## config.mk

```make
export PLATFORM = sky130hd
export DESIGN_NAME = sram_like_to_axi
export DESIGN_NICKNAME = d
export VERILOG_FILES = /design/src/rtl/sram_like_to_axi.sv
export SDC_FILE = /design/constraint.sdc
export NUM_CORES = 1
export LEC_CHECK = 0
export ABC_AREA = 1
export BUFFER_PORTS_ARGS = -buffer_cell sky130_fd_sc_hd__buf_2
export CORE_AREA = 8 8 143 145
export DETAILED_ROUTE_END_ITERATION = 6
export DIE_AREA = 0 0 151 153
export SLEW_MARGIN = 15
export SYNTH_ARGS = -nofsm -noshare
export SYNTH_HDL_FRONTEND = slang
export SYNTH_SLANG_ARGS = --single-unit
export TNS_END_PERCENT = 30
```

## constraint.sdc

```tcl
create_clock -name clk -period 1.9 [get_ports clk]
set_clock_uncertainty 0.05 [all_clocks]
set_input_delay 0.19 -clock clk [delete_from_list [all_inputs] [get_ports clk]]
set_output_delay 0.19 -clock clk [all_outputs]
set_load 0.02 [all_outputs]
```

## src/rtl/sram_like_to_axi.sv

```systemverilog
// Merges the instruction and data sram-like request streams onto one AXI3 master.
// One transaction in flight at a time; the data port wins arbitration in IDLE.
module sram_like_to_axi #(
    parameter int ID_W    = 4,
    parameter int INST_ID = 0,
    parameter int DATA_ID = 1
) (
    input  logic            clk,
    input  logic            rst,

    input  logic            inst_req,
    input  logic            inst_wr,
    input  logic [1:0]      inst_size,
    input  logic [31:0]     inst_addr,
    input  logic [31:0]     inst_wdata,
    output logic            inst_addr_ok,
    output logic            inst_data_ok,
    output logic [31:0]     inst_rdata,

    input  logic            data_req,
    input  logic            data_wr,
    input  logic [1:0]      data_size,
    input  logic [31:0]     data_addr,
    input  logic [31:0]     data_wdata,
    output logic            data_addr_ok,
    output logic            data_data_ok,
    output logic [31:0]     data_rdata,

    output logic [ID_W-1:0] arid,
    output logic [31:0]     araddr,
    output logic [7:0]      arlen,
    output logic [2:0]      arsize,
    output logic            arvalid,
    input  logic            arready,
    input  logic [ID_W-1:0] rid,
    input  logic [31:0]     rdata,
    input  logic            rlast,
    input  logic            rvalid,
    output logic            rready,

    output logic [ID_W-1:0] awid,
    output logic [31:0]     awaddr,
    output logic [7:0]      awlen,
    output logic [2:0]      awsize,
    output logic            awvalid,
    input  logic            awready,
    output logic [31:0]     wdata,
    output logic [3:0]      wstrb,
    output logic            wlast,
    output logic            wvalid,
    input  logic            wready,
    input  logic            bvalid,
    output logic            bready
);

    typedef enum logic [2:0] {
        IDLE,
        RD_ADDR,
        RD_DATA,
        WR_REQ,
        WR_RESP
    } state_t;

    state_t      state_q, state_d;
    logic        src_q, src_d;          // 1 = data port owns the transaction
    logic [1:0]  size_q, size_d;
    logic [31:0] addr_q, addr_d;
    logic [31:0] wdata_q, wdata_d;
    logic        aw_done_q, aw_done_d;
    logic        w_done_q, w_done_d;

    logic        idle;
    logic        txn_done;
    logic [ID_W-1:0] txn_id;
    logic        unused_rid;

    assign unused_rid = ^rid;

    always_ff @(posedge clk or negedge rst) begin
        if (!rst) begin
            state_q   <= IDLE;
            src_q     <= 1'b0;
            size_q    <= 2'd0;
            addr_q    <= 32'd0;
            wdata_q   <= 32'd0;
            aw_done_q <= 1'b0;
            w_done_q  <= 1'b0;
        end else begin
            state_q   <= state_d;
            src_q     <= src_d;
            size_q    <= size_d;
            addr_q    <= addr_d;
            wdata_q   <= wdata_d;
            aw_done_q <= aw_done_d;
            w_done_q  <= w_done_d;
        end
    end

    always_comb begin
        state_d   = state_q;
        src_d     = src_q;
        size_d    = size_q;
        addr_d    = addr_q;
        wdata_d   = wdata_q;
        aw_done_d = aw_done_q;
        w_done_d  = w_done_q;
        case (state_q)
            IDLE: begin
                aw_done_d = 1'b0;
                w_done_d  = 1'b0;
                if (data_req) begin
                    src_d   = 1'b1;
                    size_d  = data_size;
                    addr_d  = data_addr;
                    wdata_d = data_wdata;
                    state_d = data_wr ? WR_REQ : RD_ADDR;
                end else if (inst_req) begin
                    src_d   = 1'b0;
                    size_d  = inst_size;
                    addr_d  = inst_addr;
                    wdata_d = inst_wdata;
                    state_d = inst_wr ? WR_REQ : RD_ADDR;
                end
            end
            RD_ADDR: if (arready) state_d = RD_DATA;
            RD_DATA: if (rvalid && rlast) state_d = IDLE;
            WR_REQ: begin
                // Sticky flags let AW and W complete in either order or together.
                aw_done_d = aw_done_q | awready;
                w_done_d  = w_done_q | wready;
                if (aw_done_d && w_done_d) state_d = WR_RESP;
            end
            WR_RESP: if (bvalid) state_d = IDLE;
            default: state_d = IDLE;
        endcase
    end

    assign idle         = (state_q == IDLE);
    assign data_addr_ok = rst & idle & data_req;
    assign inst_addr_ok = rst & idle & inst_req & ~data_req;

    assign txn_done     = ((state_q == RD_DATA) & rvalid & rlast) |
                          ((state_q == WR_RESP) & bvalid);
    assign inst_data_ok = txn_done & ~src_q;
    assign data_data_ok = txn_done & src_q;
    assign inst_rdata   = rdata;
    assign data_rdata   = rdata;

    assign txn_id  = src_q ? ID_W'(DATA_ID) : ID_W'(INST_ID);

    assign arid    = txn_id;
    assign araddr  = addr_q;
    assign arlen   = 8'd0;
    assign arsize  = {1'b0, size_q};
    assign arvalid = (state_q == RD_ADDR);
    assign rready  = (state_q == RD_DATA);

    assign awid    = txn_id;
    assign awaddr  = addr_q;
    assign awlen   = 8'd0;
    assign awsize  = {1'b0, size_q};
    assign awvalid = (state_q == WR_REQ) & ~aw_done_q;
    assign wdata   = wdata_q;
    assign wlast   = 1'b1;
    assign wvalid  = (state_q == WR_REQ) & ~w_done_q;
    assign bready  = (state_q == WR_RESP);

    always_comb begin
        case (size_q)
            2'd0:    wstrb = 4'b0001 << addr_q[1:0];
            2'd1:    wstrb = addr_q[1] ? 4'b1100 : 4'b0011;
            default: wstrb = 4'b1111;
        endcase
    end

endmodule

```

==> reports/results.ini <==
[logic_synthesis]
synth_top_area_cell=dfrtp_1
yosys_warnings=0
yosys-top-cells-area=dfrtp_1 (38%), buf_4 (20%), nor2_1 (11%), o31ai_1 (10%), nand2_2 (6.5%)
syn_area_per_cell_sq_um=8.40
synth_edf_count=0
synthDistinctLibCells=27
synth_top_area_share_pct=38.1
ys_async_sr_fraction_pct=100
syn_area_sq_um=4730
yosysMostFrequentCell=nor2_1
synth_ff_type=dfrtp_1
synth_commonest_cells=nor2_1 (143), buf_4 (126), dfrtp_1 (72)
yosys_register_bits=72
synth.yosys.seq_area_share_pct=38.1
syn_inst=563

[grt]
antenna_found_initial=0
grt_pass1_wl_microns=24200
grt_max_degree=73
grt_pass1_vias=4022
grt_usage_pct=13.8
gr-total-overflow=0

[worst_setup_path]
critPathArrivalTime_ns=1.54
crit_fanout=4
path_class=reg -> out
slowest_delay_ns=0.43
crit_chain=inv_1 -> nor3_2 -> nand3_1 -> a21oi_1 -> buf_2
crit_buf_inv=2
startpoint_type=register
crit_slowest_cell=dfrtp_1
end_kind=primary output
cp_top_family=flip-flops
crit_required_ns=1.66

[drt]
via_per_inst=4.24
via_count=4030
drt_iter0_drc=102
ant_nets=0
routedWlPerCell_microns=17.1
post-route-drc-count=0
firstDrtPassIters=5
finalWirelength_microns=16300

[finish]
syn_to_final_growth_pct=19.4
drive_gt1_share_pct=48.1
fin_util_pct=30.9
stdcell_area_sq_um=5640
fin_nets=892
final_cells=951
num_antenna_cells=0

[clock_tree]
ctsLongestPathBuffers=2
clock-sinks=72
path_clk_slew_ns=0.06
post_cts_buffers=0
cts_buffers=9
clkLatencyLatePin_ns=0.34
cts-root-buf=clkbuf_16
cts_max_level=3
cts_tree=done

[sta]
setup_viol_count_final=0
layout_setup_ws_ns=0.123
min_period_ns=1.78
maxSlewViolCount=0
max_freq_mhz=563
finalHoldViolations=0
post-route-period-util_pct=93.5

[die]
initial_core_util_pct=25.9
core_region_area_sq_um=18300
rows=50
die_height_microns=153
num_io_pins=384
die_x_microns=151
die-area_sq_um=23100

[pwr]
power_mw=10.2
peakVddDrop_v=0.000782
power_leakage_nw=3.01
power_density_nw_per_um2=1810

[hold_path]
min_path_type=in -> reg

[placed_design]
place_inst=934
hpwlAfterDp_microns=12600
dpl_cell_area_sq_um=5330
pre_cts_ws_ns=0.265
globalplace.congestion=0.768
port_buffers=258

[status]
outcome=completed

[run]
drv_cap=0

## logic make-up (layout without fill, tap and decap cells)
family | Yosys count | after routing | synth area share (%)
AND/OR/NAND/NOR | 241 | 241 | 22.7
buffers and inverters | 171 | 302 | 27.1
AO/OA/AOI/OAI | 77 | 77 | 11.9
flip-flops | 72 | 72 | 38.1
other | 2 | 25 | 0.159
## sequential cells by signal, indices dropped and copies added (netlist names)
| name | flops |
|---|---|
| araddr | 32 |
| aw_done_q | 1 |
| size_q | 2 |
| src_q | 1 |
| state_q | 3 |
| w_done_q | 1 |
| wdata | 32 |
## worst paths after layout
check	to	depth (start not counted)	slack (ns)	from
worst max register to register	araddr[16]$_DFFE_PN0P_	6	0.25	state_q[2]$_DFFE_PN0P_
max in group asynchronous	wdata[8]$_DFFE_PN0P_	3	1.01	rst
worst max-delay path	inst_data_ok	5	0.12	state_q[1]$_DFFE_PN0P_
worst min register to register	wdata[22]$_DFFE_PN0P_	2	0.43	wdata[22]$_DFFE_PN0P_
worst min-delay path	araddr[28]$_DFFE_PN0P_	3	0.08	inst_addr[28]
min in group asynchronous	araddr[2]$_DFFE_PN0P_	3	0.45	rst
## per-layer routing
layer / wire, microns / part of all wire [%] / track usage, % / vias to the layer above
met4: 408 / 2.5 / 5.70 / 0
met2: 7930 / 49 / 22.8 / 215
li1: - / - / - / 1969
met1: 6330 / 39 / 16.0 / 1813
met5: 0 / 0 / 0 / -
met3: 1620 / 10 / 4.28 / 33
## cell type report
type	count	area [sq um]
timing repair buffer	269	1440
fill	2025	12600
clock buffer	10	229
multi-input combinational	343	1750
inverter	17	68.8
tap	234	293
sequential	72	1800
clock inverter	6	60.1
## stage by stage
step	setup TNS [ns]	hold slack [ns]
after floorplan	0	-0.156
after global placement	0	0.246
after detailed placement	0	0.242
after CTS	0	0.0590
after global routing	-0.0284	0.0643
final	0	0.0807
## worst register-to-register path: stages (launching register included)
cell	delay, ns
dfrtp_2	0.46
nor2_4	0.17
nand2_4	0.08
inv_6	0.08
nand2_8	0.16
buf_12	0.26
o31ai_1	0.29
## power breakdown
part	switching (mW)	total, mW	leakage [nW]	internal (mW)
Clock	0.682	1.69	0.138	1.01
Combinational	3.68	5.55	1.99	1.87
Sequential	0.639	2.96	0.881	2.32
Total	5.00	10.2	3.01	5.20
## placed cells by master (no fill, tap or decap), types with 3 or more instances in the layout
cell type    n
conb_1      25
o21ai_0      7
o31ai_1     64
nand3_1      3
nand2_2     49
clkbuf_16    9
nand2_1     39
dfrtp_1     71
inv_1       14
buf_4        7
nor2_1     141
buf_12       5
clkinv_2     3
buf_2      256
## timing repair
| action | in CTS | in global routing |
|---|---|---|
| hold endpoints to repair | 72 | 0 |
| endpoints found under the setup margin | 1 | 3 |
| hold buffers | 1 | 0 |
| gates resized for setup | 1 | 5 |
Power figures use the tool's default switching activity.
